[src/rtl/instruction_fetch_if.sv]
// ---------------------------------------------------------------------------
// instruction_fetch_if
//   Blocking I-cache read handshake between the IF stage and the I-cache.
//
//   icache_read   fetch -> cache  read request, held until icache_resp
//   icache_addr   fetch -> cache  word address, stable while a request waits
//   icache_resp   cache -> fetch  one-cycle response strobe
//   icache_rdata  cache -> fetch  instruction word, valid with icache_resp
//
//   master: the fetch stage.  slave: the I-cache.
// ---------------------------------------------------------------------------
interface instruction_fetch_if;
    logic        icache_read;
    logic [31:0] icache_addr;
    logic        icache_resp;
    logic [31:0] icache_rdata;

    modport master (
        output icache_read,
        output icache_addr,
        input  icache_resp,
        input  icache_rdata
    );

    modport slave (
        input  icache_read,
        input  icache_addr,
        output icache_resp,
        output icache_rdata
    );
endinterface

[src/rtl/instruction_fetch.sv]
// ---------------------------------------------------------------------------
// instruction_fetch
//   IF stage of the 5-stage RV32I pipeline. Owns the fetch PC, drives the
//   blocking I-cache handshake and holds the IF/ID register feeding decode.
//   Handles decode back-pressure, branch redirects and the discard of an
//   in-flight response made stale by a redirect.
//
//   Ports:
//     clk, rst      clock, synchronous active-high reset
//     br_taken      redirect + flush from EX
//     br_target     redirect address (low bits passed through unchanged)
//     bubble        decode hazard stall, IF/ID holds
//     MA_stall      memory-stage stall, IF/ID holds
//     icache        I-cache handshake (instruction_fetch_if.master)
//     PC_out        IF/ID PC
//     instr_out     IF/ID instruction
//     IF_stall      decode could advance but IF has nothing to deliver
//
//   Optional build macro IF_PERF_CNT_EN adds perf_fetch_cnt (real
//   instructions written to IF/ID) and perf_stall_cnt (cycles with IF_stall).
// ---------------------------------------------------------------------------
module instruction_fetch #(
    parameter logic [31:0] RESET_PC  = 32'h0000_0060,
    parameter logic [31:0] NOP_INSTR = 32'h0000_0013
) (
    input  logic                clk,
    input  logic                rst,
    input  logic                br_taken,
    input  logic [31:0]         br_target,
    input  logic                bubble,
    input  logic                MA_stall,
    instruction_fetch_if.master icache,
    output logic [31:0]         PC_out,
    output logic [31:0]         instr_out,
    output logic                IF_stall
`ifdef IF_PERF_CNT_EN
    ,
    output logic [31:0]         perf_fetch_cnt,
    output logic [31:0]         perf_stall_cnt
`endif
);

    typedef enum logic [1:0] {
        S_REQ  = 2'd0,  // request at pc outstanding
        S_HELD = 2'd1,  // word captured in hold_buf, waiting for decode
        S_DROP = 2'd2   // request at drop_addr outstanding, result discarded
    } state_t;

    state_t      state;
    logic [31:0] pc;
    logic [31:0] drop_addr;
    logic [31:0] hold_buf;
    logic        adv;

    assign adv = !MA_stall && !bubble;

    // NOTE: every output of a combinational block gets a default first so a
    // missed branch can never infer a latch.
    always_comb begin
        icache.icache_read = 1'b1;
        icache.icache_addr = pc;
        case (state)
            S_HELD:  icache.icache_read = 1'b0;
            S_DROP:  icache.icache_addr = drop_addr;
            default: ;
        endcase
    end

    // Starved: decode wants a word but the only outstanding response is
    // either not here yet or destined for the bin. A redirect masks it.
    assign IF_stall = !br_taken && adv &&
                      ((state == S_REQ && !icache.icache_resp) || state == S_DROP);

    // NOTE: sequential state uses non-blocking assignments only, so every
    // register samples the pre-edge value of every other register.
    always_ff @(posedge clk) begin
        if (rst) begin
            state     <= S_REQ;
            pc        <= RESET_PC;
            drop_addr <= '0;
            hold_buf  <= '0;
            PC_out    <= '0;
            instr_out <= NOP_INSTR;
        end else if (br_taken) begin
            pc        <= br_target;
            PC_out    <= '0;
            instr_out <= NOP_INSTR;
            case (state)
                S_REQ: begin
                    // Request already presented cannot be withdrawn; remember
                    // it so its address stays stable until the cache answers.
                    if (!icache.icache_resp) begin
                        drop_addr <= pc;
                        state     <= S_DROP;
                    end
                end
                S_HELD: state <= S_REQ;
                S_DROP: if (icache.icache_resp) state <= S_REQ;
                default: state <= S_REQ;
            endcase
        end else begin
            case (state)
                S_REQ: begin
                    if (icache.icache_resp) begin
                        if (adv) begin
                            PC_out    <= pc;
                            instr_out <= icache.icache_rdata;
                            pc        <= pc + 32'd4;
                        end else begin
                            hold_buf <= icache.icache_rdata;
                            state    <= S_HELD;
                        end
                    end else if (adv) begin
                        PC_out    <= '0;
                        instr_out <= NOP_INSTR;
                    end
                end
                S_HELD: begin
                    if (adv) begin
                        PC_out    <= pc;
                        instr_out <= hold_buf;
                        pc        <= pc + 32'd4;
                        state     <= S_REQ;
                    end
                end
                S_DROP: begin
                    if (icache.icache_resp) state <= S_REQ;
                    if (adv) begin
                        PC_out    <= '0;
                        instr_out <= NOP_INSTR;
                    end
                end
                default: state <= S_REQ;
            endcase
        end
    end

`ifdef IF_PERF_CNT_EN
    logic fetch_now;

    assign fetch_now = !br_taken && adv &&
                       ((state == S_REQ && icache.icache_resp) || state == S_HELD);

    always_ff @(posedge clk) begin
        if (rst) begin
            perf_fetch_cnt <= '0;
            perf_stall_cnt <= '0;
        end else begin
            if (fetch_now) perf_fetch_cnt <= perf_fetch_cnt + 32'd1;
            if (IF_stall)  perf_stall_cnt <= perf_stall_cnt + 32'd1;
        end
    end
`endif

endmodule

[src/flat_wrapper.sv]
// flat-port wrapper written by rule: the top's interface ports become plain ports
module instruction_fetch_flat 
#(
    parameter logic [31:0] RESET_PC  = 32'h0000_0060,
    parameter logic [31:0] NOP_INSTR = 32'h0000_0013
)
  (clk, rst, br_taken, br_target, bubble, MA_stall, PC_out, instr_out, IF_stall, icache_icache_read, icache_icache_addr, icache_icache_resp, icache_icache_rdata);
  instruction_fetch_if icache_i ();
  input  logic clk;
  input  logic rst;
  input  logic br_taken;
  input  logic [31:0] br_target;
  input  logic bubble;
  input  logic MA_stall;
  output logic [31:0] PC_out;
  output logic [31:0] instr_out;
  output logic IF_stall;
  output wire logic [$bits(icache_i.icache_read)-1:0] icache_icache_read;
  output wire logic [$bits(icache_i.icache_addr)-1:0] icache_icache_addr;
  input wire logic [$bits(icache_i.icache_resp)-1:0] icache_icache_resp;
  input wire logic [$bits(icache_i.icache_rdata)-1:0] icache_icache_rdata;
  assign icache_icache_read = icache_i.icache_read;
  assign icache_icache_addr = icache_i.icache_addr;
  assign icache_i.icache_resp = icache_icache_resp;
  assign icache_i.icache_rdata = icache_icache_rdata;
  instruction_fetch #(.RESET_PC(RESET_PC), .NOP_INSTR(NOP_INSTR)) u_core (.clk(clk), .rst(rst), .br_taken(br_taken), .br_target(br_target), .bubble(bubble), .MA_stall(MA_stall), .icache(icache_i), .PC_out(PC_out), .instr_out(instr_out), .IF_stall(IF_stall));
endmodule
[config.mk]
export PLATFORM = sky130hd
export DESIGN_NAME = instruction_fetch_flat
export DESIGN_NICKNAME = d
export VERILOG_FILES = /design/src/rtl/instruction_fetch_if.sv /design/src/rtl/instruction_fetch.sv /design/src/flat_wrapper.sv
export SDC_FILE = /design/constraint.sdc
export NUM_CORES = 1
export LEC_CHECK = 0
export BUFFER_PORTS_ARGS = -buffer_cell sky130_fd_sc_hd__buf_2
export CAP_MARGIN = 20
export CORE_MARGIN = 5
export CORE_UTILIZATION = 43
export CTS_BUF_LIST = sky130_fd_sc_hd__clkbuf_4 sky130_fd_sc_hd__clkbuf_8
export DETAILED_ROUTE_END_ITERATION = 8
export PLACE_DENSITY = 0.74
export SETUP_SLACK_MARGIN = 0.05
export SLEW_MARGIN = 20
export SYNTH_ARGS = -nofsm -noshare
export SYNTH_HDL_FRONTEND = slang
export SYNTH_SLANG_ARGS = --single-unit
export TNS_END_PERCENT = 30
[constraint.sdc]
create_clock -name clk -period 2.4 [get_ports clk]
set_input_delay 0.36 -clock clk [delete_from_list [all_inputs] [get_ports clk]]
set_output_delay 0.36 -clock clk [all_outputs]
set_load 0.05 [all_outputs]
==> parameters.txt, run 1 <==
Parameter                              Value

Synth
  Number of nets in the synthesized netlist    around 960
  Number of flops mapped to enable cells by yosys    0
  Distinct cell type count of the synthesized netlist    56
  Most common cell in the netlist    nand2_1
  Yosys synthesis warning count    0
  Post-synth design cell area    7260 um^2
  Flip-flop cell with the highest count after synthesis    dfxtp_1
  Top cells by instance count after synthesis    nand2_1 (185), dfxtp_1 (162), a21oi_1 (104)
  Average size of a mapped cell    8.22 um^2
  Fraction of synthesis flops using an asynchronous set or reset pin    0%
  Largest area contributor in the netlist    dfxtp_1
  Gate count after technology mapping    883
  Fraction of synthesized cell area taken by the top area cell type    around 45%
  Synth top area cells    dfxtp_1 (45%), nand2_1 (9.6%), a21oi_1 (7.2%)
  Register bit total from synthesis    between 150 and 200
  Proportion of synthesized chip area in sequential cells    44.7%

Critical path
  Worst path required time    roughly 2.8 ns
  Setup crit end kind    register
  Arrival @ worst endpoint    2.63 ns
  Highest fanout seen on the critical path    9
  Startpoint class of the critical path    register
  Critical setup path kind    reg -> reg

Clock network
  CTS Root Cell    clkbuf_8
  Hold bufs inserted after CTS    0
  Clock sink total    162
  CTS H-tree lvls    4
  Number of CTS-inserted buffers    17
  Maximum buffer depth of the clock tree    2
  Clock edge transition at the registers on the reported setup and hold paths    0.09 ns
  Clock latency on the worst-skew pair    0.47 ns
  CTS tree    built

Routing
  Wire length per cell    between 15 and 20 um
  Routed Wire Length    21.7 mm
  Number of vias in the routed layout    7104
  Iter 0 DRT Violations    530
  Ratio of routed vias to standard cells    5.65
  Post-route ant nets    0
  Detailed Routing Iterations Pass 1    5
  DRC violation count after routing    0

Timing
  Setup total negative slack    0 ns
  Headroom to the max-slew limit    60.5%
  Peak clock frequency supported by timing    around 440 MHz
  Final worst-path cycle share    94.7%
  Crit path time final    between 2 and 2.5 ns
  Total of endpoints with negative setup slack in the final report    0
  Measured slew at the worst slew-check pin    0.593 ns
  Post-route clock skew    0.0186 ns
  Final hold violation count    0
  Count of pins over their slew limit    0
  Unrepaired setup endpoints after global routing    no

Final layout
  Area taken by flip-flops and latches    3240 um^2
  Fill count    1646
  Area of the multi-input gates    3650 um^2
  Core Util, Final    between 50% and 60%
  Area Overhead vs Synth    20.8%
  Fraction of layout instances using a drive strength above 1    26.8%
  Final #Nets    between 1000 and 1500

Flow run
  Max-cap check violation count    0

Min path
  Path type of the worst min-delay path    in -> reg

GRT
  Pin count of the biggest net entering global routing    56
  Overall track demand over capacity in global routing    between 20% and 30%
  Number of antenna violations at the first check in global routing    1
  Via count of the first global-routing pass    6700
  Overflow left after global routing    0
  Global-route wire length before repair    34.6 mm

Place
  Half-perimeter wire length of the detailed placement result    14.8 mm
  IO buf count    167
  Weighted congestion at the end of routability-driven global placement    0.827

Power
  Max VDD drop    0.000398 V
  Leakage power    3.38 nW
  Power density over cell area    688 nW/um^2

Floorplanning
  Total die area    19600 um^2
  Number of top-level pins    between 150 and 200
  Floorplan Core Area    approximately 17000 um^2
  Die outline height    140 um
  Effective utilization at floorplan    43.8%
  Number of standard-cell rows in the floorplan    47
  Die Wd    140 um

Run status
  Result of the run    completed
-- path summary, 6_finish.rpt --
| kind | startpoint | endpoint | slack (ns) | depth (start not counted) |
|---|---|---|---|---|
| setup / recovery | u_core.state[1] | u_core.pc[12] | 0.13 | 8 |
| hold / removal | br_target[0] | u_core.pc[0] | 0.13 | 3 |
| setup reg to reg | u_core.state[1] | u_core.pc[12] | 0.13 | 8 |
| hold reg to reg | u_core.PC_out[23] | u_core.PC_out[23] | 0.45 | 2 |
-- kinds of logic (layout without fill, tap and decap cells) --
kind of cell	Yosys count	after routing	share of synthesized area, %
flip-flops	162	162	44.7
other	0	1	0
adder cells (fa/ha/maj)	5	5	0.862
AND/OR/NAND/NOR	343	343	22.0
AO/OA/AOI/OAI	237	237	21.6
buffers and inverters	99	252	5.39
XOR/XNOR	6	6	0.724
multiplexers	31	31	4.76
-- power by group --
part / switching [mW] / internal, mW
logic: 0.795 / 0.365
clock network: 1.03 / 0.919
registers: 0.119 / 2.80
-- placed cells by master, fill, tap and decap left out, types with 9 or more instances in the layout --
cell and count:
nand2_1 185, buf_2 164, dfxtp_1 162, a21oi_1 104, nand3_1 48, buf_4 38
nor2_1 30, a22oi_1 29, o2bb2ai_1 29, mux2_2 28, clkbuf_8 20, inv_1 15
o21ai_0 15, nand4_1 12, or4_1 11, a311oi_1 10, and4_1 9
-- stage by stage --
stage	hold WS (ns)	power (mW)	instances	instance area (um^2)	worst slack, ns
finish	0.131	6.03	1257	8770	0.127
global route	0.109	6.30	1257	8770	0.0524
CTS	0.102	6.07	1252	8720	0.0465
detailed placement	0.440	4.13	1221	8340	0.121
global placement	0.437	4.11	1221	8340	0.197
floorplan	0.433	3.77	883	7260	-0.145
-- area by class of cell --
type,count,share of cell area (%)
Multi-Input combinational cell,622,41.7
Sequential cell,162,37.0
Timing Repair Buffer,205,13.2
Clock buffer,21,3.22
Tap cell,220,3.14
Clock inverter,10,1.14
Inverter,16,0.685
Antenna cell,1,0.0285
-- worst max-delay path: stages, from the launching register on --
cell      delay, ns
dfxtp_1        0.35
inv_1          0.11
ha_1           0.32
mux2_2         0.32
nand4_1        0.12
buf_4          0.18
buf_4          0.13
or3_1          0.32
a311oi_1       0.33
-- sequential cells by signal (all words and copies together) (netlist names) --
| signal | cells |
|---|---|
| u_core.PC_out | 32 |
| u_core.instr_out | 32 |
| u_core.hold_buf | 32 |
| u_core.drop_addr | 32 |
| u_core.pc | 32 |
| u_core.state | 2 |
-- metal layers --
metal	GRT usage [%]	share of wire (%)	up-vias
met4	8.62	2.6	0
met5	0	0	-
li1	-	-	3436
met1	29.3	45	3376
met2	33.3	46	250
met3	5.21	6.7	42
-- what timing repair did --
item                                    in CTS  in global routing
pin swaps                                    0                  1
gates resized for setup                      0                  6
setup buffers                                0                  4
endpoints found under the setup margin       1                 34
Note: power is estimated with default switching activity, not from simulation.
==> run 2: changes to the inputs <==
clock period = 2.6 ns   (was 2.4 ns; I/O delays follow)
==> run 2 against run 1 <==
  * First-iteration DRC count shrank 0.75%
  * Clock power shrank 4%
  * Routed wire length shrank 1.2%
  * Combinational power shrank 9%
  * Utilization shrank 0.47 points
  * Register-to-register slack gained 0.19 ns
  * Via count shrank 0.52%
  * Sequential share of layout area grew 0.33 points
  * Non-clock buffer count shrank 9
  * Sequential power shrank 7.5%
  * Hold slack gained 0.033 ns
  * Largest power group unchanged
  * Highest routed layer unchanged
==> parameters.txt, run 2 (synthesis gave the netlist of run 1 again) <==
Parameter                              Value

Clock network
  Hold bufs inserted after CTS    0 (unchanged)
  Clock sink total    162 (unchanged)
  Maximum buffer depth of the clock tree    2 (unchanged)
  Buffers inserted during post-CTS setup optimization    0 (unchanged)
  CTS tree    built
  Clock latency on the worst-skew pair    0.47 ns (about the same)
  Number of CTS-inserted buffers    17 (unchanged)
  CTS H-tree lvls    4 (unchanged)
  CTS Root Cell    clkbuf_8
  Post-CTS sizing    0 (unchanged)
  Clock edge transition at the registers on the reported setup and hold paths    0.09 ns (about the same)

Floorplanning
  Die outline height    140 um (unchanged)
  Number of standard-cell rows in the floorplan    47 (unchanged)
  Die Wd    140 um (unchanged)
  Number of top-level pins    168 (unchanged)
  Total die area    19600 um^2 (unchanged)
  Floorplan Core Area    16600 um^2 (unchanged)
  Effective utilization at floorplan    43.8% (unchanged)

Critical path
  Crit-path cells    inv_1 -> ha_2 -> buf_4 -> mux2_2 -> buf_2
  Setup crit end kind    output pin
  Critical setup path kind    reg -> out
  Slowest cell on the critical path    mux2_2
  Highest fanout seen on the critical path    24 (+15)
  Worst path required time    2.21 ns (-0.55 ns)
  Largest stage delay, worst path    0.39 ns (+0.04 ns)
  Arrival @ worst endpoint    2.00 ns (-0.63 ns)
  Crit path buffers/inverters    3 (unchanged)
  Crit path max-delay family    buffers and inverters
  Startpoint class of the critical path    register

Final layout
  Fraction of layout instances using a drive strength above 1    26.1% (-0.76 points)
  Area taken by flip-flops and latches    3240 um^2 (unchanged)
  Core Util, Final    52.4% (-0.47 points)
  Final #Nets    1090 (-0.82%)
  Commonest non-fill, non-tap cells in the layout    nand2_1 (185), buf_2 (166), dfxtp_1 (162)
  Area of the multi-input gates    3640 um^2 (-0.34%)
  Fill count    1595 (-3.1%)
  Area Overhead vs Synth    19.8%
  Most common cell after layout, fill and taps aside    nand2_1

Place
  IO buf count    167 (unchanged)
  Half-perimeter wire length of the detailed placement result    14.7 mm (-0.63%)
  Place WS    0.349 ns (+0.229 ns)
  Weighted congestion at the end of routability-driven global placement    0.839 (+1.5%)

Routing
  Wire length per cell    17.2 um (-0.52%)
  Iter 0 DRT Violations    526 (-0.75%)
  Routed Wire Length    21.5 mm (-1.2%)
  Number of vias in the routed layout    7067 (-0.52%)
  Post-route ant nets    0 (unchanged)
  Ratio of routed vias to standard cells    5.66 (+0.12%)
  DRC violation count after routing    0 (unchanged)
  Detailed Routing Iterations Pass 1    5 (unchanged)

Min path
  Path type of the worst min-delay path    in -> reg

Flow run
  Max-cap check violation count    0 (unchanged)

Timing
  Setup total negative slack    0 ns (unchanged)
  Least setup slack across all paths after layout    0.206 ns (+0.0791 ns)
  Total of endpoints with negative setup slack in the final report    0 (unchanged)
  Headroom to the max-slew limit    51.1% (-9.4 points)
  Peak clock frequency supported by timing    approximately 420 MHz
  Final hold violation count    0 (unchanged)
  Post-route clock skew    0.0131 ns (-0.00547 ns)
  Count of pins over their slew limit    0 (unchanged)
  Crit path time final    2.39 ns
  Final worst-path cycle share    92.1%
  Measured slew at the worst slew-check pin    0.727 ns (+0.134 ns)
  Unrepaired setup endpoints after global routing    no

Power
  Power density over cell area    648 nW/um^2 (-5.9%)
  Max VDD drop    0.000341 V (-14%)
  Leakage power    3.34 nW (-1.3%)

GRT
  Pin count of the biggest net entering global routing    42 (-25%)
  Global-route wire length before repair    34.2 mm (-0.96%)
  Via count of the first global-routing pass    6573 (-1.9%)
  Number of antenna violations at the first check in global routing    1 (unchanged)
  Overall track demand over capacity in global routing    21.3% (-0.37 points)
  Overflow left after global routing    0 (unchanged)

Run status
  Result of the run    completed
-- run 2: cell count changes in the layout (fill, tap and decap cells not counted), sizes merged --
cell	delta
buf	-8
bufinv	+1
clkbuf	-4
clkinv	-1
clkinvlp	+3
inv	+1
-- run 2: area by class of cell --
type                       count  area share (%)
inverter                      16           0.691
tap                          220            3.17
clock buffer                  18            2.85
antenna                        1          0.0288
clock inverter                14            1.78
sequential                   162            37.3
timing repair buffer         196            12.3
multi-input combinational    622            41.9
-- run 2: through the flow --
stage                     cell area (um^2)  total power, mW  hold WS [ns]  std cells
after floorplan                       7260             3.48         0.433        883
after global placement                8290             3.79         0.437       1216
after detailed placement              8290             3.80         0.442       1216
after CTS                             8690             5.66         0.141       1248
after global routing                  8690             5.88         0.146       1249
final                                 8690             5.63         0.164       1249
-- run 2: final timing paths --
check,start,endpoint,slack (ns),depth (start not counted)
hold reg to reg,u_core.PC_out[31],u_core.PC_out[31],0.45,2
setup / recovery,u_core.state[0],icache_icache_addr[26],0.21,5
hold / removal,icache_icache_rdata[19],u_core.hold_buf[19],0.16,3
setup reg to reg,u_core.state[0],u_core.pc[25],0.32,6
-- run 2: per-layer routing --
metal / global-route usage [%] / wire length [um] / vias to the layer above / part of all wire, %
li1: - / - / 3438 / -
met3: 4.19 / 1400 / 42 / 6.5
met2: 32.8 / 9790 / 287 / 46
met5: 0 / 0 / - / 0
met4: 8.06 / 542 / 0 / 2.5
met1: 29.5 / 9770 / 3300 / 45
-- run 2: worst reg2reg max path, cell delays in order (launching register included) --
cell and delay, ns:
dfxtp_1 0.39, inv_1 0.08, ha_1 0.28, mux2i_1 0.22, or4_4 0.64, or4_1 0.55, nand3_1 0.08
-- run 2: power by group --
group | switching [mW] | internal (mW)
Combinational | 0.727 | 0.325
Clock | 0.990 | 0.891
Sequential | 0.108 | 2.59
Total | 1.83 | 3.80
